**config.mk**
```make
export PLATFORM = sky130hd
export DESIGN_NAME = masked_sbox_table_loader
export DESIGN_NICKNAME = d
export VERILOG_FILES = /design/src/rtl/masked_sbox_pkg.sv /design/src/rtl/sbox_csum_acc.sv /design/src/rtl/masked_sbox_table_loader.sv
export SDC_FILE = /design/constraint.sdc
export NUM_CORES = 1
export LEC_CHECK = 0
export ABC_AREA = 1
export CORE_MARGIN = 2
export CORE_UTILIZATION = 25
export DETAILED_ROUTE_END_ITERATION = 10
export GPL_TIMING_DRIVEN = 0
export PLACE_DENSITY_LB_ADDON = 0.1
export SKIP_CTS_REPAIR_TIMING = 1
export SYNTH_ARGS = -nofsm -noshare
export SYNTH_HDL_FRONTEND = slang
export SYNTH_SLANG_ARGS = --single-unit
```
**constraint.sdc**
```tcl
create_clock -name clk -period 1.59 [get_ports clk]
set_input_delay 0.2385 -clock clk [delete_from_list [all_inputs] [get_ports clk]]
set_output_delay 0.2385 -clock clk [all_outputs]
set_load 0.1 [all_outputs]
```
**src/rtl/masked_sbox_pkg.sv**
```systemverilog
// masked_sbox_pkg: shared defaults, FSM encoding and checksum step for the S-box table loader
package masked_sbox_pkg;
  localparam int DEF_ADDR_W = 10;
  localparam int DEF_DATA_W = 8;
  localparam int DEF_DEPTH = 1024;
  localparam int DEF_RD_LAT = 2;
  localparam int CSUM_MAX_W = 64;
  typedef enum logic [1:0] {IDLE, LOAD, VERIFY, DONE} state_t;
  // rotate-left-by-one within the low w bits, then fold in the new word
  function automatic logic [CSUM_MAX_W-1:0] csum_step(input logic [CSUM_MAX_W-1:0] csum,
                                                      input logic [CSUM_MAX_W-1:0] data,
                                                      input int w);
    logic [CSUM_MAX_W-1:0] mask;
    mask = (CSUM_MAX_W'(1) << w) - CSUM_MAX_W'(1);
    return (((csum << 1) | (csum >> (w - 1))) & mask) ^ data;
  endfunction
endpackage

```
**src/rtl/sbox_csum_acc.sv**
```systemverilog
// sbox_csum_acc: registered rolling checksum with synchronous clear and per-word enable
module sbox_csum_acc
  import masked_sbox_pkg::*;
#(
  parameter int DATA_W = DEF_DATA_W
) (
  input  logic              clk,
  input  logic              rst,
  input  logic              clr,
  input  logic              en,
  input  logic [DATA_W-1:0] data,
  output logic [DATA_W-1:0] csum
);
  logic [DATA_W-1:0] csum_q, csum_d;
  always_comb begin
    csum_d = clr ? '0 :
             en  ? DATA_W'(csum_step(CSUM_MAX_W'(csum_q), CSUM_MAX_W'(data), DATA_W)) : csum_q;
  end
  always_ff @(posedge clk or posedge rst) begin
    if (rst) csum_q <= '0;
    else csum_q <= csum_d;
  end
  assign csum = csum_q;
endmodule

```
**src/rtl/masked_sbox_table_loader.sv**
```systemverilog
// masked_sbox_table_loader: streams DEPTH words into one BRAM write port, reports a rolling checksum.
// LOADER_READBACK_EN adds a VERIFY pass that re-reads the table and flags a checksum mismatch.
module masked_sbox_table_loader
  import masked_sbox_pkg::*;
#(
  parameter int ADDR_W = DEF_ADDR_W,
  parameter int DATA_W = DEF_DATA_W,
  parameter int DEPTH  = DEF_DEPTH,
  parameter int RD_LAT = DEF_RD_LAT
) (
  input  logic              clk,
  input  logic              rst,
  input  logic              start,
  input  logic              abort,
  input  logic [DATA_W-1:0] s_data,
  input  logic              s_valid,
  output logic              s_ready,
  output logic              bram_en,
  output logic              bram_we,
  output logic [ADDR_W-1:0] bram_addr,
  output logic [DATA_W-1:0] bram_di,
  input  logic [DATA_W-1:0] bram_do,
  output logic              busy,
  output logic              done,
  output logic              error,
  output logic [DATA_W-1:0] checksum
);
  state_t state_q, state_d;
  logic [ADDR_W-1:0] count_q, count_d, bram_addr_q, bram_addr_d;
  logic [DATA_W-1:0] bram_di_q, bram_di_d;
  logic loaded_q, loaded_d, bram_en_q, bram_en_d, bram_we_q, bram_we_d;
  logic csum_clr, csum_en, beat, at_last, start_ok;
`ifdef LOADER_READBACK_EN
  logic [RD_LAT-1:0] rd_pipe_q, rd_pipe_d, rd_lpipe_q, rd_lpipe_d;
  logic fin_q, fin_d, error_q, error_d, rd_issue, rd_sample;
  logic [DATA_W-1:0] rd_csum;
`endif

  assign s_ready  = (state_q == LOAD) & ~loaded_q;
  assign beat     = s_valid & s_ready;
  assign at_last  = count_q == ADDR_W'(DEPTH - 1);
  assign start_ok = start & ((state_q == IDLE) | (state_q == DONE));
  assign busy     = (state_q == LOAD) | (state_q == VERIFY);
  assign done     = state_q == DONE;

  // loaded_q marks "all addresses issued" for the current pass (writes in LOAD, reads in VERIFY)
  always_comb begin
    state_d = state_q;
    count_d = count_q;
    loaded_d = loaded_q;
    bram_en_d = 1'b0;
    bram_we_d = 1'b0;
    bram_addr_d = bram_addr_q;
    bram_di_d = bram_di_q;
    csum_clr = 1'b0;
    csum_en = 1'b0;
`ifdef LOADER_READBACK_EN
    error_d = error_q;
`endif
    if (abort) begin
      state_d = IDLE;
    end else if (start_ok) begin
      state_d = LOAD;
      count_d = '0;
      loaded_d = 1'b0;
      csum_clr = 1'b1;
`ifdef LOADER_READBACK_EN
      error_d = 1'b0;
`endif
    end else if (state_q == LOAD) begin
      if (beat) begin
        bram_en_d = 1'b1;
        bram_we_d = 1'b1;
        bram_addr_d = count_q;
        bram_di_d = s_data;
        csum_en = 1'b1;
        loaded_d = at_last;
        count_d = at_last ? count_q : count_q + ADDR_W'(1);
      end else if (loaded_q) begin
`ifdef LOADER_READBACK_EN
        state_d = VERIFY;
        count_d = '0;
        loaded_d = 1'b0;
`else
        state_d = DONE;
`endif
      end
    end
`ifdef LOADER_READBACK_EN
    else if (state_q == VERIFY) begin
      if (fin_q) begin
        error_d = rd_csum != checksum;
        state_d = DONE;
      end else if (!loaded_q) begin
        bram_en_d = 1'b1;
        bram_addr_d = count_q;
        loaded_d = at_last;
        count_d = at_last ? count_q : count_q + ADDR_W'(1);
      end
    end
`endif
  end

  always_ff @(posedge clk or posedge rst) begin
    if (rst) begin
      state_q <= IDLE;
      count_q <= '0;
      loaded_q <= 1'b0;
      bram_en_q <= 1'b0;
      bram_we_q <= 1'b0;
      bram_addr_q <= '0;
      bram_di_q <= '0;
    end else begin
      state_q <= state_d;
      count_q <= count_d;
      loaded_q <= loaded_d;
      bram_en_q <= bram_en_d;
      bram_we_q <= bram_we_d;
      bram_addr_q <= bram_addr_d;
      bram_di_q <= bram_di_d;
    end
  end

  assign bram_en   = bram_en_q;
  assign bram_we   = bram_we_q;
  assign bram_addr = bram_addr_q;
  assign bram_di   = bram_di_q;

  sbox_csum_acc #(.DATA_W(DATA_W)) u_ld_acc (
    .clk (clk),
    .rst (rst),
    .clr (csum_clr),
    .en  (csum_en),
    .data(s_data),
    .csum(checksum)
  );

`ifdef LOADER_READBACK_EN
  // read valid travels RD_LAT stages alongside a marker for the final address
  assign rd_issue   = bram_en_q & ~bram_we_q & (state_q == VERIFY);
  assign rd_pipe_d  = RD_LAT'({rd_pipe_q, rd_issue});
  assign rd_lpipe_d = RD_LAT'({rd_lpipe_q, rd_issue & (bram_addr_q == ADDR_W'(DEPTH - 1))});
  assign rd_sample  = rd_pipe_q[RD_LAT-1] & (state_q == VERIFY);
  assign fin_d      = rd_lpipe_q[RD_LAT-1] & (state_q == VERIFY) & ~abort;
  assign error      = error_q;

  always_ff @(posedge clk or posedge rst) begin
    if (rst) begin
      rd_pipe_q <= '0;
      rd_lpipe_q <= '0;
      fin_q <= 1'b0;
      error_q <= 1'b0;
    end else begin
      rd_pipe_q <= rd_pipe_d;
      rd_lpipe_q <= rd_lpipe_d;
      fin_q <= fin_d;
      error_q <= error_d;
    end
  end

  sbox_csum_acc #(.DATA_W(DATA_W)) u_rd_acc (
    .clk (clk),
    .rst (rst),
    .clr (csum_clr),
    .en  (rd_sample),
    .data(bram_do),
    .csum(rd_csum)
  );
`else
  logic unused_do;
  assign unused_do = ^bram_do ^ (RD_LAT > 0);
  assign error = 1'b0;
`endif
endmodule
```
-- After elaboration in Yosys (flattened, before gate mapping)
Index checks and enable logic that the tools add are counted.
- logic and storage cells: 54
- output and inout bits: 32
- flip-flop bits (word level): 40
- bits of input ports: 21
- add/subtract/negate cells: 1
- mux-type cells: 20
- bitwise gates (word level): 10
- equality and inequality tests: 6
- reductions and logical operators: 10
- operator list (cell ; number):
    $mux W10 ; 4
    $mux W8 ; 2
    $add A10 B1 Y10 const B ; 1
    $eq A10 B10 Y1 const B ; 1
    $mux W2 ; 5
    $mux W1 ; 9
    $or A8 B1 Y8 ; 1
    $reduce_and A4 Y1 ; 2
    $xor A8 B8 Y8 ; 1
    $reduce_and A3 Y1 ; 2
    $reduce_bool A2 Y1 ; 3
    $reduce_bool A3 Y1 ; 2
    $eq A2 B2 Y1 const B ; 2
    $and A1 B1 Y1 ; 3
    $ne A3 B2 Y1 const B ; 1
    $not A1 Y1 ; 3
    $eq A2 B1 Y1 const B ; 1
    $logic_not A2 Y1 ; 1
    $ne A2 B1 Y1 const B ; 1
    $or A1 B1 Y1 ; 2

-- Logic depth before layout (Yosys ltp)
Gate-level depths: netlist (run 1).
- depth after elaboration: 9
- gate-level depth with buffers: 10

-- Hierarchy
From an unflattened synthesis (run 1), not the netlist that was laid out.
- cell total of the unflattened synthesis: 260
- area total of the unflattened synthesis: 2042.0 µm²
- modules (own cells, without submodules) (module ; cells each ; sequential area each (µm²) ; times used ; area an instance (µm²)):
    masked_sbox_table_loader ; 192 ; 800.8 ; 1 ; 1601.5
    sbox_csum_acc ; 68 ; 200.2 ; 1 ; 440.4

-- Least setup slack after synthesis (run 1)
OpenSTA, ideal clock, no wires.
- path kind: reg2out
- start: register state_q[1]
- end: output s_ready
- arrival: 1.923 ns
- stages on the path, launching flop included: 5
- path slack: -0.572 ns
- path buffers: 0
- path through: dfrtp_1 inv_1 ha_1 inv_1 nor2_1
- word-level cells in the longest chain between the ends: 2
- ends and longest elaborated chain (element ; RTL line ; source):
    start: declaration ; masked_sbox_table_loader.sv:28 ; state_t state_q, state_d;
    start signal: assignment ; masked_sbox_table_loader.sv:114 ; state_q <= state_d;
    $eq A2 B1 Y1 ; masked_sbox_table_loader.sv:39 ; assign s_ready = (state_q == LOAD) & ~loaded_q;
    $and A1 B1 Y1 ; masked_sbox_table_loader.sv:39 ;
    end: declaration ; masked_sbox_table_loader.sv:17 ; output logic s_ready,
No other way between the ends.

-- Final worst setup path (run 1)
- start: register state_q[1]
- end: register bram_di_q[2] (netlist: bram_di[2])
- word-level cells in the longest chain between the ends: 5
- ends and longest elaborated chain (element ; RTL line ; source):
    $eq A2 B2 Y1 or $logic_not A2 Y1 (tied branches) ; masked_sbox_table_loader.sv:42 ; assign start_ok = start & ((state_q == IDLE) | (state_q == DONE));
    $or A1 B1 Y1 ; masked_sbox_table_loader.sv:42 ;
    $and A1 B1 Y1 ; masked_sbox_table_loader.sv:42 ;
    $not A1 Y1 (no line) ; n/a ;
    $reduce_and A4 Y1 (no line) * ; n/a ;
    end signal: assignment ; masked_sbox_table_loader.sv:120 ; bram_di_q <= bram_di_d;
    end: declaration ; masked_sbox_table_loader.sv:30 ; logic [DATA_W-1:0] bram_di_q, bram_di_d;
Every way passes the cells marked *; elsewhere a longest branch is shown, timed or not.
A chain may end at the register's enable or synchronous reset.

==> impl_metrics.toml, run 1 <==
[layout]
final_layout_size_suffix_gt1_share_pct = 39.5
postLayoutCellArea_sq_mm = 0.00289
layout.filler_cells = 810
fraction_of_the_core_area_covered_by_cells_at_the_end_of_the_flow_pct = 37.3
layout-area-overhead-vs-synth_pct = 44.2
instances_no_fill = 406
post_layout_nets = 327
antenna-diode-count = 0

[floorplan]
num_rows = 32
die_area_sq_mm = 0.00876
area_of_the_placeable_core_sq_mm = 0.00777
floorplan.die.height_um = 93.6
initial_cell_density_of_the_core_pct = 25.8
die_width_um = 93.6
floorplan.io_pins = 53

[grt]
grt_start_max_net_pins = 39
grt_remaining_overflow = 0
grtUsageTotal_pct = 12.0
vias_in_the_first_global_route = 1647
antenna_found_initial = 0
wire_length_of_the_first_global_routing_pass_um = 8050

[synthesis]
synth.net_count = 257
syn_inst = 233
yosys.cell_types.count = 26
synth.cell_area_sq_mm = 0.00201
yosys_warnings = 0
post_synthesis_register_bit_count = 40
synth_area_per_cell_sq_um = 8.61
yosysSeqAreaShare_pct = 49.9

[detailed_routing]
drt_pre_antenna_iters = 4
drt-total-wl_um = 5290
routed_vias = 1749
drcViolationCount = 0
post_drt_via_cell_ratio = 4.31
route.antenna.remaining_nets = 0
drtIter0Drc = 63
route.detailed.wl_per_inst_um = 13.0

[clocking]
ctsLongestPathBuffers = 2
clk_root_buffer_cell = "sky130_fd_sc_hd__clkbuf_8"
cts.clk_slew.worst_paths_ps = 80
clock_buffer_count_from_cts = 5
cts_tree = "built"
clk_latency_ps = 290
numClockSinks = 40
cts-htree-levels = 2

[placement]
number_of_buffers_added_on_ports = 43
placedInstanceArea_sq_mm = 0.00261
place_congestion = 0.747
place_inst = 379
dp_hpwl_um = 3430

[sta]
fin_setup_tns_ps = -3900
timing_worst_slew_pin_value_ps = 570
layout_setup_ws_ps = -140
unrepaired_setup_endpoints_after_global_routing = "true"
timing.fmax_ghz = 0.578
final-hold-violation-count = 0
maxSlewViolCount = 0
setup-violations-final = 37
post-route-min-period_ps = 1730
relSlewSlack_pct = 62.2
timing.final.crit_share_pct = 109
finalClockSkew_ps = 7.51

[power]
static_leak_nw = 1.41
irDropWorstVdd_uv = 436
finalPower_mw = 4.50
powerDensity_mw_per_mm2 = 1550

[critical_path]
critical_path.startpoint_type = "register"
cp_slowest_stage_delay_ps = 400
critical_path_class = "reg -> reg"
cp.required_ps = 1780
critPathCaptureType = "register"
crit_path_top_delay_cell = "sky130_fd_sc_hd__dfrtp_1"
signal_arrival_time_at_the_worst_endpoint_ps = 1920
crit_path_cell_trace = "inv_2, ha_4, nand2_8, inv_8, or2_4, nor2_8, inv_8, clkbuf_16, nand2_1, nand2_1"
critical_path.max_fanout = 7

[flow_run]
max-cap-violations = 0

[outcome]
violations_in_the_final_reports = "setup timing"
outcome = "complete, but fails checks"

[worst_hold_path]
hold_class = "in -> async"
[synthesized netlist by cell type, drive strengths merged]
cell type   n  area share (%)
nand4       1             1.1
or2         1            0.44
nand3      12             3.2
buf         7             3.1
o21ai      17             7.0
nand3b      1            0.37
inv        17             3.3
ha          3             1.9
nand2      96              19
nor3b       1            0.37
conb        1            0.19
nor2       22             5.2
a21oi       5             1.4
o21bai      1            0.37
xnor2       8             3.5
dfrtp      40              50
[state kept, by name, indices dropped and copies added, names as in the netlist]
name           cells
bram_addr         10
bram_di            8
bram_we            1
count_q           10
loaded_q           1
state_q            2
u_ld_acc.csum      8
[area by class of cell]
cell class | instances | area [sq um] | share of cell area, %
Buffer | 7 | 83.8 | 2.90
Clock buffer | 8 | 90.1 | 3.11
Inverter | 17 | 78.8 | 2.72
Multi-Input combinational cell | 170 | 1020 | 35.1
Sequential cell | 40 | 1000 | 34.6
Tap cell | 102 | 128 | 4.41
Timing Repair Buffer | 62 | 497 | 17.2
[cells in the final DEF, fill, tap and decap left out, types with 5 or more instances in the layout]
| cell | n |
|---|---|
| sky130_fd_sc_hd__clkdlybuf4s50_1 | 12 |
| sky130_fd_sc_hd__nand2_1 | 72 |
| sky130_fd_sc_hd__nand3_1 | 10 |
| sky130_fd_sc_hd__clkbuf_8 | 6 |
| sky130_fd_sc_hd__inv_1 | 12 |
| sky130_fd_sc_hd__buf_4 | 16 |
| sky130_fd_sc_hd__xnor2_1 | 8 |
| sky130_fd_sc_hd__nor2_1 | 16 |
| sky130_fd_sc_hd__clkbuf_2 | 28 |
| sky130_fd_sc_hd__nand2_2 | 19 |
| sky130_fd_sc_hd__o21ai_2 | 15 |
| sky130_fd_sc_hd__dfrtp_1 | 40 |
| sky130_fd_sc_hd__nand2_4 | 5 |
[where the power goes]
group | leakage (nW) | switching [mW] | total, mW | internal, mW
Clock | 0.0455 | 0.362 | 0.717 | 0.355
Sequential | 0.542 | 0.181 | 1.40 | 1.22
Combinational | 0.825 | 1.83 | 2.38 | 0.544
Total | 1.41 | 2.38 | 4.50 | 2.12
[kinds of logic (layout without fill, tap and decap cells)]
logic type / after synthesis / after routing / synth area share, %
simple gates: 134 / 135 / 29.4
xor+xnor: 8 / 8 / 3.49
compound gates: 23 / 23 / 8.85
fa+ha+maj: 3 / 3 / 1.87
other cells: 1 / 1 / 0.187
buf+inv: 24 / 94 / 6.36
flops: 40 / 40 / 49.9
[critical path: cells and delay by family (launching register included)]
kind / cells / cell delay [ps]
AND/OR/NAND/NOR: 5 / 640
buffers and inverters: 4 / 360
adder cells (fa/ha/maj): 1 / 220
flip-flops: 1 / 400
[stage by stage]
stage                     hold WS, ps  setup slack, ps
after detailed placement          431             -524
after global placement            454             -572
final                             118             -140
after CTS                         114             -870
after floorplan                   302            -20.2
after global routing              117             -206
[layer usage]
metal	global-route usage, %	vias up	wire length (um)
met1	14.3	825	2230
met5	0	-	0
met3	3.22	6	266
li1	-	865	-
met4	4.35	0	71
met2	20.9	53	2730
[final timing paths]
check                                      endpoint              startpoint  cells past startpoint  slack (ps)
max in group asynchronous  bram_addr[4]$_DFFE_PP0P_                     rst                      3        1050
max reg2reg                  bram_di[2]$_DFFE_PP0P_  state_q[1]$_DFFE_PP0P_                     10        -140
min in group clk             bram_di[3]$_DFFE_PP0P_  bram_di[3]$_DFFE_PP0P_                      2         480
min reg2reg                  bram_di[3]$_DFFE_PP0P_  bram_di[3]$_DFFE_PP0P_                      2         480
min                               bram_we$_DFF_PP0_                     rst                      2         120
max                          bram_di[2]$_DFFE_PP0P_  state_q[1]$_DFFE_PP0P_                     10        -140
Note: power is estimated with default switching activity, not from simulation.
==> inputs of run 2 (changes only) <==
--- a/config.mk
+++ b/config.mk
@@ -10,6 +10,4 @@
 export CORE_UTILIZATION = 25
 export DETAILED_ROUTE_END_ITERATION = 10
-export GPL_TIMING_DRIVEN = 0
-export PLACE_DENSITY_LB_ADDON = 0.1
 export SKIP_CTS_REPAIR_TIMING = 1
 export SYNTH_ARGS = -nofsm -noshare
==> constraint.sdc (replaced) <==
create_clock -name clk -period 1.59 [get_ports clk]
set_input_delay 0.159 -clock clk [delete_from_list [all_inputs] [get_ports clk]]
set_output_delay 0.159 -clock clk [all_outputs]
set_load 0.1 [all_outputs]
==> run 2 against run 1 <==
Compared with the run above:
- the flow now finishes without violations
- clock power increased by 16%
- die area did not move
- power rose by 13%
- worst hold slack improved by 110 ps
- critical path depth down 2
- global-route usage fell by 0.53 points
- sequential power grew 4%
- largest power group unchanged
- highest routed layer unchanged
- clock-buffer cell count is 3 lower
==> impl_metrics.toml, run 2 (synthesized netlist as in run 1, its figures left out) <==
[layout]
layout.cells.most_common_list = "91 x sky130_fd_sc_hd__nand2_1, 40 x sky130_fd_sc_hd__dfrtp_1, 33 x sky130_fd_sc_hd__buf_12"
antenna-diode-count = 0
postLayoutCellArea_sq_mm = 0.00313
fraction_of_the_core_area_covered_by_cells_at_the_end_of_the_flow_pct = 40.3
most_frequent_standard_cell_in_the_layout_excluding_fill_and_tap_cells = "sky130_fd_sc_hd__nand2_1"
final_layout_size_suffix_gt1_share_pct = 31.0
layout-area-overhead-vs-synth_pct = 55.8
post_layout_nets = 313

[outcome]
outcome = "complete, no violations"

[floorplan]
floorplan.die.height_um = 93.6
die_area_sq_mm = 0.00876
floorplan.io_pins = 53
area_of_the_placeable_core_sq_mm = 0.00777
num_rows = 32
initial_cell_density_of_the_core_pct = 25.8
die_width_um = 93.6

[detailed_routing]
drt_pre_antenna_iters = 4
drcViolationCount = 0
route.detailed.wl_per_inst_um = 11.8
drt-total-wl_um = 4620
drtIter0Drc = 99
post_drt_via_cell_ratio = 4.20
route.antenna.remaining_nets = 0
routed_vias = 1645

[power]
p_int_mw = 2.68
p_sw_mw = 2.41
static_leak_nw = 1.43
share_seq_of_total_power_pct = 28.7
powerDensity_mw_per_mm2 = 1630
finalPower_mw = 5.09
irDropWorstVdd_uv = 509
clock_power_share_pct = 16.4
power.combinational.fraction_pct = 54.9
power.share.switching_pct = 47.3

[flow_run]
max-cap-violations = 0

[sta]
setup-violations-final = 0
post-route-min-period_ps = 1590
timing.fmax_ghz = 0.629
timing.final.crit_share_pct = 99.9
finalHoldWorstSlack_ps = 226
unrepaired_setup_endpoints_after_global_routing = "true"
maxSlewViolCount = 0
finalClockSkew_ps = 7.10
final-hold-violation-count = 0

[clocking]
clock_buffer_count_from_cts = 5
cts.clk_slew.worst_paths_ps = 80
ctsLongestPathBuffers = 2
cts-htree-levels = 2
clk_latency_ps = 290
cts_tree = "built"
clk_root_buffer_cell = "sky130_fd_sc_hd__clkbuf_8"
numClockSinks = 40

[critical_path]
cp.required_ps = 1770
signal_arrival_time_at_the_worst_endpoint_ps = 1770
critical_path.max_fanout = 33
critical_path_class = "reg -> reg"
crit_path_cell_trace = "ha_4, nand2_4, inv_4, or2_4, nor2_8, inv_8, nand2_1, o21ai_2"
regToRegEndpoint = "bram_addr[4]$_DFFE_PP0P_"
rrSetupSlack_ps = 1
cp_slowest_stage_delay_ps = 420
crit_path_top_delay_cell = "sky130_fd_sc_hd__dfrtp_1"
reg_to_reg_startpoint = "state_q[0]$_DFFE_PP0P_"
critical_path.startpoint_type = "register"
critPathCaptureType = "register"
rr_worst_depth = 8

[grt]
grtUsageTotal_pct = 11.5
vias_in_the_first_global_route = 1640
grt_start_max_net_pins = 41
wire_length_of_the_first_global_routing_pass_um = 7890
antenna_found_initial = 0
grt_remaining_overflow = 0

[placement]
number_of_buffers_added_on_ports = 43
place_congestion = 0.889
placedInstanceArea_sq_mm = 0.00295
dp_hpwl_um = 3260

[worst_hold_path]
hold_class = "in -> async"
==> run 2: changes by cell type in the layout (fill, tap and decap cells not counted), moves of 3 or more <==
cell / before / now
sky130_fd_sc_hd__nand2_2: 19 / 4
sky130_fd_sc_hd__nor2_2: 2 / 6
sky130_fd_sc_hd__nor2_1: 16 / 13
sky130_fd_sc_hd__buf_12: 3 / 33
sky130_fd_sc_hd__clkbuf_2: 28 / 0
sky130_fd_sc_hd__nand2_1: 72 / 91
sky130_fd_sc_hd__buf_4: 16 / 7
sky130_fd_sc_hd__nand2_4: 5 / 2
==> run 2: worst max path at each step <==
stage	from	end	slack, ps	cells after the start
2_1_floorplan	state_q[0]$_DFFE_PP0P_	bram_addr[0]$_DFFE_PP0P_	-20	9
3_3_place_gp	state_q[0]$_DFFE_PP0P_	bram_addr[6]$_DFFE_PP0P_	2	8
3_5_place_dp	state_q[0]$_DFFE_PP0P_	bram_addr[4]$_DFFE_PP0P_	-40	8
4_1_cts	state_q[0]$_DFFE_PP0P_	bram_addr[4]$_DFFE_PP0P_	-50	8
5_1_grt	state_q[1]$_DFFE_PP0P_	bram_addr[6]$_DFFE_PP0P_	-80	9
6_report	state_q[0]$_DFFE_PP0P_	bram_addr[4]$_DFFE_PP0P_	1	8
==> run 2: worst max-delay path, delay by kind of cell, from the launching register on <==
family | cells | cell delay (ps)
compound gates | 1 | 50
flops | 1 | 420
buf+inv | 2 | 150
fa+ha+maj | 1 | 260
simple gates | 4 | 560
==> run 2: layer usage <==
metal	global-route usage [%]	up-vias	share of wire (%)
met1	14.2	758	43
met5	0	-	0
li1	-	833	-
met4	3.99	0	2.0
met2	19.2	47	50
met3	3.30	7	4.9
==> run 2: cell type report <==
type | instances | area (sq um)
Inverter | 17 | 73.8
Timing Repair Buffer | 55 | 871
Fill cell | 755 | 4640
Sequential cell | 40 | 1000
Clock inverter | 3 | 42.5
Tap cell | 102 | 128
Clock buffer | 5 | 68.8
Multi-Input combinational cell | 170 | 942
==> run 2: power groups by stage <==
stage               Sequential [mW]  Clock (mW)  Combinational, mW
floorplan                      2.56           0              0.594
global placement               1.48           0               2.75
detailed placement             1.48           0               2.78
CTS                            1.46       0.857               2.78
global route                   1.50       0.918               2.90
finish                         1.46       0.832               2.79
==> run 2: through the flow <==
stage          setup slack (ps)  instances  setup TNS (ps)
2_1_floorplan             -20.2        233           -85.9
3_3_place_gp               2.25        383               0
3_5_place_dp              -39.6        383            -277
4_1_cts                   -53.9        391            -493
5_1_grt                   -81.8        392           -1280
6_report                   1.37        392               0
